==> config.mk <==
export PLATFORM = sky130hd
export DESIGN_NAME = io_bus_arbiter
export DESIGN_NICKNAME = d
export VERILOG_FILES = /design/src/rtl/io_arb_pkg.sv /design/src/rtl/io_arb_rr2.sv /design/src/rtl/io_bus_arbiter.sv
export SDC_FILE = /design/constraint.sdc
export NUM_CORES = 1
export LEC_CHECK = 0
export CORE_MARGIN = 3
export CORE_UTILIZATION = 40
export CTS_BUF_LIST = sky130_fd_sc_hd__clkbuf_4
export CTS_CLUSTER_DIAMETER = 150
export DETAILED_ROUTE_END_ITERATION = 10
export PLACE_DENSITY = 0.92
export RECOVER_POWER = 100
export REMOVE_ABC_BUFFERS = 1
export SKIP_LAST_GASP = 1
export SLEW_MARGIN = 25
export SYNTH_ARGS = -nofsm -noshare
export SYNTH_HDL_FRONTEND = slang
export SYNTH_SLANG_ARGS = --single-unit
==> constraint.sdc <==
create_clock -name clk -period 4.78 [get_ports clk]
set_clock_uncertainty 0.2 [all_clocks]
set_input_delay 0.956 -clock clk [delete_from_list [all_inputs] [get_ports clk]]
set_output_delay 0.956 -clock clk [all_outputs]
set_load 0.1 [all_outputs]
==> src/rtl/io_arb_pkg.sv <==
// Shared types and default constants for the two-requester pad-group arbiter.
// Consumed by io_bus_arbiter and its testbench.
package io_arb_pkg;

    typedef enum logic [1:0] {
        IDLE = 2'd0,
        TURN = 2'd1,
        OWN  = 2'd2
    } arb_state_e;

    localparam int DEF_NUM_IO      = 32;
    localparam int DEF_TURN_CYCLES = 2;
    localparam int DEF_MAX_HOLD    = 255;

endpackage

==> src/rtl/io_arb_rr2.sv <==
// Two-way round-robin pick: a lone requester wins, a tie goes to the one
// that was not granted last.
module io_arb_rr2 (
    input  logic [1:0] req,
    input  logic       last,
    output logic       pick
);

    always_comb begin
        pick = 1'b0;
        case (req)
            2'b10:   pick = 1'b1;
            2'b11:   pick = ~last;
            default: pick = 1'b0;
        endcase
    end

endmodule

==> src/rtl/io_bus_arbiter.sv <==
// Arbitrates a shared bidirectional pad group between two requesters with a
// tri-stated turnaround before every grant. Define IO_ARB_TIMEOUT_EN to add
// a MAX_HOLD ownership limit that preempts an owner when the other requests.
module io_bus_arbiter
    import io_arb_pkg::*;
#(
    parameter int NUM_IO      = DEF_NUM_IO,
    parameter int TURN_CYCLES = DEF_TURN_CYCLES,
    parameter int MAX_HOLD    = DEF_MAX_HOLD
) (
    input  logic              clk,
    input  logic              rst_n,
    input  logic [1:0]        req,
    output logic [1:0]        gnt,
    input  logic [NUM_IO-1:0] r0_out,
    input  logic [NUM_IO-1:0] r1_out,
    input  logic [NUM_IO-1:0] r0_oeb,
    input  logic [NUM_IO-1:0] r1_oeb,
    input  logic [NUM_IO-1:0] io_in,
    output logic [NUM_IO-1:0] io_out,
    output logic [NUM_IO-1:0] io_oeb,
    output logic [NUM_IO-1:0] rd_in,
    output logic              busy
);

    if (TURN_CYCLES < 1 || TURN_CYCLES > 15 || MAX_HOLD < 1 || MAX_HOLD > 255) begin : g_bad_param
        $error("io_bus_arbiter: TURN_CYCLES or MAX_HOLD out of range");
    end

    arb_state_e        state_q, state_d;
    logic              winner_q, winner_d;
    logic              last_q, last_d;
    logic [3:0]        turn_cnt_q, turn_cnt_d;
    logic [1:0]        gnt_q, gnt_d;
    logic [NUM_IO-1:0] io_out_q, io_out_d;
    logic [NUM_IO-1:0] io_oeb_q, io_oeb_d;
    logic [NUM_IO-1:0] rd_in_q, rd_in_d;
    logic              pick;

`ifdef IO_ARB_TIMEOUT_EN
    localparam logic [7:0] HOLD_LIMIT = 8'(MAX_HOLD);
    logic [7:0] hold_cnt_q, hold_cnt_d;
`endif

    io_arb_rr2 u_rr2 (
        .req  (req),
        .last (last_q),
        .pick (pick)
    );

    always_comb begin
        // NOTE: every signal gets a default before the case so no path can infer a latch.
        state_d    = state_q;
        winner_d   = winner_q;
        last_d     = last_q;
        turn_cnt_d = turn_cnt_q;
        gnt_d      = 2'b00;
        io_out_d   = '0;
        io_oeb_d   = '1;
        rd_in_d    = io_in;
`ifdef IO_ARB_TIMEOUT_EN
        hold_cnt_d = hold_cnt_q;
`endif
        case (state_q)
            IDLE: begin
                if (|req) begin
                    state_d    = TURN;
                    winner_d   = pick;
                    turn_cnt_d = 4'(TURN_CYCLES - 1);
                end
            end
            TURN: begin
                // An abandoned request aborts quietly; the pointer only moves on a real grant.
                if (!req[winner_q]) begin
                    state_d = IDLE;
                end else if (turn_cnt_q == 4'd0) begin
                    state_d         = OWN;
                    gnt_d[winner_q] = 1'b1;
                    last_d          = winner_q;
`ifdef IO_ARB_TIMEOUT_EN
                    hold_cnt_d      = 8'd1;
`endif
                end else begin
                    turn_cnt_d = turn_cnt_q - 4'd1;
                end
            end
            OWN: begin
                if (!req[winner_q]) begin
                    state_d = IDLE;
`ifdef IO_ARB_TIMEOUT_EN
                end else if (hold_cnt_q == HOLD_LIMIT && req[!winner_q]) begin
                    state_d = IDLE;
`endif
                end else begin
                    // Pads copy only the owner, and only once it has seen its grant.
                    gnt_d[winner_q] = 1'b1;
                    io_out_d        = winner_q ? r1_out : r0_out;
                    io_oeb_d        = winner_q ? r1_oeb : r0_oeb;
`ifdef IO_ARB_TIMEOUT_EN
                    if (hold_cnt_q != HOLD_LIMIT) hold_cnt_d = hold_cnt_q + 8'd1;
`endif
                end
            end
            default: state_d = IDLE;
        endcase
    end

    // NOTE: state uses non-blocking assignments; the async reset drives pads to release without a clock.
    always_ff @(posedge clk or negedge rst_n) begin
        if (!rst_n) begin
            state_q    <= IDLE;
            winner_q   <= 1'b0;
            last_q     <= 1'b1;
            turn_cnt_q <= 4'd0;
            gnt_q      <= 2'b00;
            io_out_q   <= '0;
            io_oeb_q   <= '1;
            rd_in_q    <= '0;
`ifdef IO_ARB_TIMEOUT_EN
            hold_cnt_q <= 8'd0;
`endif
        end else begin
            state_q    <= state_d;
            winner_q   <= winner_d;
            last_q     <= last_d;
            turn_cnt_q <= turn_cnt_d;
            gnt_q      <= gnt_d;
            io_out_q   <= io_out_d;
            io_oeb_q   <= io_oeb_d;
            rd_in_q    <= rd_in_d;
`ifdef IO_ARB_TIMEOUT_EN
            hold_cnt_q <= hold_cnt_d;
`endif
        end
    end

    assign gnt    = gnt_q;
    assign io_out = io_out_q;
    assign io_oeb = io_oeb_q;
    assign rd_in  = rd_in_q;
    assign busy   = (state_q != IDLE);

endmodule

; Word-level counts from Yosys, hierarchy flattened
; Cells that the tools add are included.
[totals]
register_bits = 106
inputBits = 164
out_inout_bits = 99
word_cells = 55
[classes]
add_sub_neg = 1
order_cmp = 2
n_eq_ne = 9
mux = 24
bitwise_logic = 1
n_reduce_logical = 10
[op_table]
columns = operator, count
row1 = $mux W32, 6
row2 = $mux W2, 7
row3 = $mux W4, 3
row4 = $ne A2 B2 Y1 const B, 4
row5 = $pmux W4 S2, 1
row6 = $eq A2 B2 Y1 const B, 3
row7 = $pmux W2 S3, 1
row8 = $reduce_and A3 Y1, 2
row9 = $logic_not A4 Y1, 1
row10 = $pmux W2 S2, 1
row11 = $reduce_and A4 Y1, 1
row12 = $reduce_bool A2 Y1, 2
row13 = $sub A4 B1 Y4 const B, 1
row14 = $mux W1, 3
row15 = $ne A3 B3 Y1 const B, 1
row16 = $eq A2 B1 Y1 const B, 1
row17 = $logic_not A2 Y1, 1
row18 = $lt A1 B2 Y1 const B, 1
row19 = $pmux W1 S2, 1
row20 = $reduce_and A2 Y1, 1
row21 = $reduce_or A2 Y1, 1
row22 = $demux W1 S1, 1
row23 = $ge A1 B1 Y1 const B, 1
row24 = $logic_and A1 B1 Y1, 1
row25 = $not A1 Y1, 1

; Depth between registers and ports, before layout
[logic_depth]
depth_word = 7
mapped_depth = 6
mapped_depth_nobuf = 6

; By module
; A second synthesis with hierarchy kept.
[hier_totals]
cells_unflattened = 296
hier_area_um2 = 3985.1
[by_module_without_submodules]
columns = module, instances, cells_per_inst, area_each_um2, seq_area_each_um2
row1 = io_bus_arbiter, 1, 295, 3973.8, 2693.8
row2 = io_arb_rr2, 1, 1, 11.3, 0.0

; Worst setup path before layout
; Ideal clock, no wire load.
[synth_path]
kind = flip-flop to output port
start = register state_q[0]
end = output busy
t_arrival_ns = 1.264
required_time_ns = 3.624
path_slack_ns = 2.360
path_stages_with_launch = 4
path_buffers = 0
cell_sequence = dfrtp_1 inv_1 ha_1 inv_1
[synth_between]
elab_chain_len = 1
[synth_lines]
columns = element, line_no
row1 = from (decl), io_bus_arbiter.sv:30  ; arb_state_e state_q, state_d;
row2 = from (signal assigned), io_bus_arbiter.sv:123  ; state_q <= state_d;
row3 = $reduce_bool A2 Y1, io_bus_arbiter.sv:141  ; assign busy = (state_q != IDLE);
row4 = to (decl), io_bus_arbiter.sv:23  ; output logic busy
; Every way passes these cells.

; Final worst setup path
; Ends and elaborated chain as after synthesis.

==> impl_results.md <==
* CTS tree: yes
* Multi-input gate area at between 0.001 and 0.0015 sq mm
* RePlAce Congestion at around 0.76
* Area growth from synthesis to layout at 71.7%
* Critical Path RT at 3.62 ns
* Largest net degree at the start of global routing at 77
* Pwr/cell area at roughly 430 mW/mm^2
* 1st-iter DRT viols at 83
* RSZ-0062 raised after global routing: false
* Vias in the first global route at 3555
* Per-cell routed wire length at 18.0 microns
* #FFs+latches synth at ~110
* DR DRC count at 0
* Max_cap viols at 4
* Ports at roughly 260
* Die area at about 0.011 sq mm
* Synth cell types at 28
* Headroom to the max-slew limit at -21.2%
* Largest family of logic cells by synthesized area: multiplexers
* Hold Path Class: in2async
* R2R Path End: state_q[1]
* CP Capture Type: primary output
* CP startpoint kind: flip-flop
* Cell Area, Synth at about 0.004 sq mm
* TritonCTS Buffers at 9
* Post CTS Setup Buffer Count at 0
* Antenna Nets Post-Route at 0
* Fmax achieved at around 0.27 GHz
* Failing checks: capacitance limit, slew limit
* Max Root-Sink Buffers at 2
* Average size of a mapped cell at between 10 and 15 sq um
* Yosys warnings at 0
* Worst-path clk slew at 0.19 ns
* Simple-Gate Fraction of Synth Area at under 10%
* Via-to-Cell Ratio at approximately 4.7
* First-pass GRT wire length at roughly 20 mm
* Static Leakage at a little over 3 nW
* Die Y at 106 microns
* Mux share of post-synthesis cell area at 16.7%
* Post-Synth Adder-Cell Area at roughly 1.6%
* Final non-filler cell area at ~0.0068 sq mm
* Final hold viol count at 0
* Starting density of the core at about 42%
* Async set-reset flop share out of synthesis at 100%
* Nets at a little over 700
* Depth of the CTS H-tree at 3
* Hold buffers post-CTS at 0
* Initial antenna violation count at 2
* R2r startpoint: winner_q
* Register area share after synthesis at about two thirds
* Crit share post-route at approximately 76%
* TritonCTS Sinks at roughly 110
* CTS root buf: clkbuf_4
* Period minus WS final at 3.66 ns
* Setup violators final at 0
* CORE AREA at 0.00946 sq mm
* Worst Setup Slack post-DPL at approximately 1.6 ns
* GRT Total Usage at a little under a quarter
* Pre-antenna DRT Iters at 4
* Tightest Pin Transition at ~1.8 ns
* FF-to-FF setup slack at around 1.7 ns
* Post-Place Cell Area at ~0.0067 sq mm
* Worst reg-to-reg path cell count at 5
* Outcome: finished with violations
* IO Port Bufs at ~260
* Final global-route overflow total at 0
* Worst-path maximum fanout at 5
* Sequential standard cell area at ~0.0027 sq mm
* Via count at between 3000 and 4000
* Total negative slack at 0 ns
* Row cnt at 35
* CP Class: reg2out
* Commonest non-fill, non-tap cell in the layout: dlygate4sd3_1
* Worst vdd ir at about 0.22 mV
* Post-synth EDFFs at 0
* Clock Latency Late Sink at 0.45 ns
* PostCTS Resize Cnt at 0
* Post-DP HPWL at 9.90 mm
* Die width at 106 microns
* Xor and xnor area share after synthesis at 0%
* Cells after synthesis at approximately 300
* Leading cell types in the layout, fill and taps excluded: 132 x dlygate4sd3_1, 129 x clkdlybuf4s50_1, 73 x dfrtp_1
* Main synth FF type: dfrtp_1
* Pins Over Slew Limit at between 150 and 200
* Fin worst setup slack at around 1.1 ns
* Critical path data arrival time at 2.50 ns
* Layout cells sized above 1 at 9.25%
* Fill cell count at between 600 and 700
* Routed WL at 12.4 mm
* Compound-Gate Fraction of Synth Area at around 2.8%
-- synthesized netlist by cell type, drive strengths merged, types with 2 or more instances --
cell type,count,area share [%]
ha,5,1.6
nand2,39,3.7
dfrtp,73,46
inv,7,0.66
buf,13,1.9
o21ai,2,0.25
mux2i,65,16
clkbuf,2,0.19
a31oi,2,0.31
dfstp,33,22
a21o,2,0.38
nor2,35,3.3
nand2b,3,0.47
a21oi,3,0.38
-- per-stage QoR --
stage                     total power (W)  util (%)  hold slack (ns)  cells
after global placement            0.00250      70.9            0.280    675
after CTS                         0.00298      72.3            0.328    691
after detailed placement          0.00254      70.9            0.305    675
after floorplan                   0.00215         -            0.262    281
final                             0.00293      72.2            0.270    692
after global routing              0.00307      72.2            0.310    692
-- worst max-delay path: stages, from the launching register on --
cell and delay, ns:
dfrtp_1 0.40, inv_1 0.07, ha_1 0.25, inv_1 0.11, dlygate4sd3_1 1.23
-- metal layers --
metal	part of all wire (%)	GRT usage [%]
met2	53	41.9
met1	35	24.0
met3	11	8.70
met5	0.10	0
met4	1.5	6.75
-- cell families (layout without fill, tap and decap cells) --
group / Yosys count / in the layout
DFF: 106 / 106
and+or+nand+nor: 82 / 82
muxes: 66 / 66
buffers and inverters: 22 / 288
AOI/OAI and AO/OA: 15 / 15
adders and majority gates: 5 / 5
other: 0 / 1
-- final cells by class --
type | instances | share of cell area [%]
repair buffers | 265 | 38.6
inverters | 7 | 0.385
clock inverters | 7 | 0.990
diodes | 1 | 0.0367
well taps | 129 | 2.36
flip-flops and latches | 106 | 39.5
multi-input cells | 168 | 17.2
clock buffers | 9 | 0.990
-- state kept, by name, indices dropped and copies added (netlist names) --
name	count
rd_in	32
gnt	2
io_oeb	32
state_q	2
turn_cnt_q	4
io_out	32
winner_q	1
last_q	1
-- how the worst max path moves through the flow --
| stage | start | end | slack, ns |
|---|---|---|---|
| after floorplan | winner_q | state_q[1] | 0.90 |
| after global placement | state_q[0] | busy | 1.71 |
| after detailed placement | req[0] | io_oeb[5] | 1.59 |
| after CTS | state_q[0] | busy | 1.15 |
| after global routing | state_q[0] | busy | 0.99 |
| final | state_q[0] | busy | 1.12 |
-- power by group --
group / total, W / switching [W] / internal, W / leakage, nW
registers: 0.00108 / 0.0000639 / 0.00101 / 1.28
logic: 0.00141 / 0.000929 / 0.000485 / 1.69
clock network: 0.000441 / 0.000319 / 0.000122 / 0.0725
total: 0.00293 / 0.00131 / 0.00162 / 3.04
(Power assumes the default switching activity.)
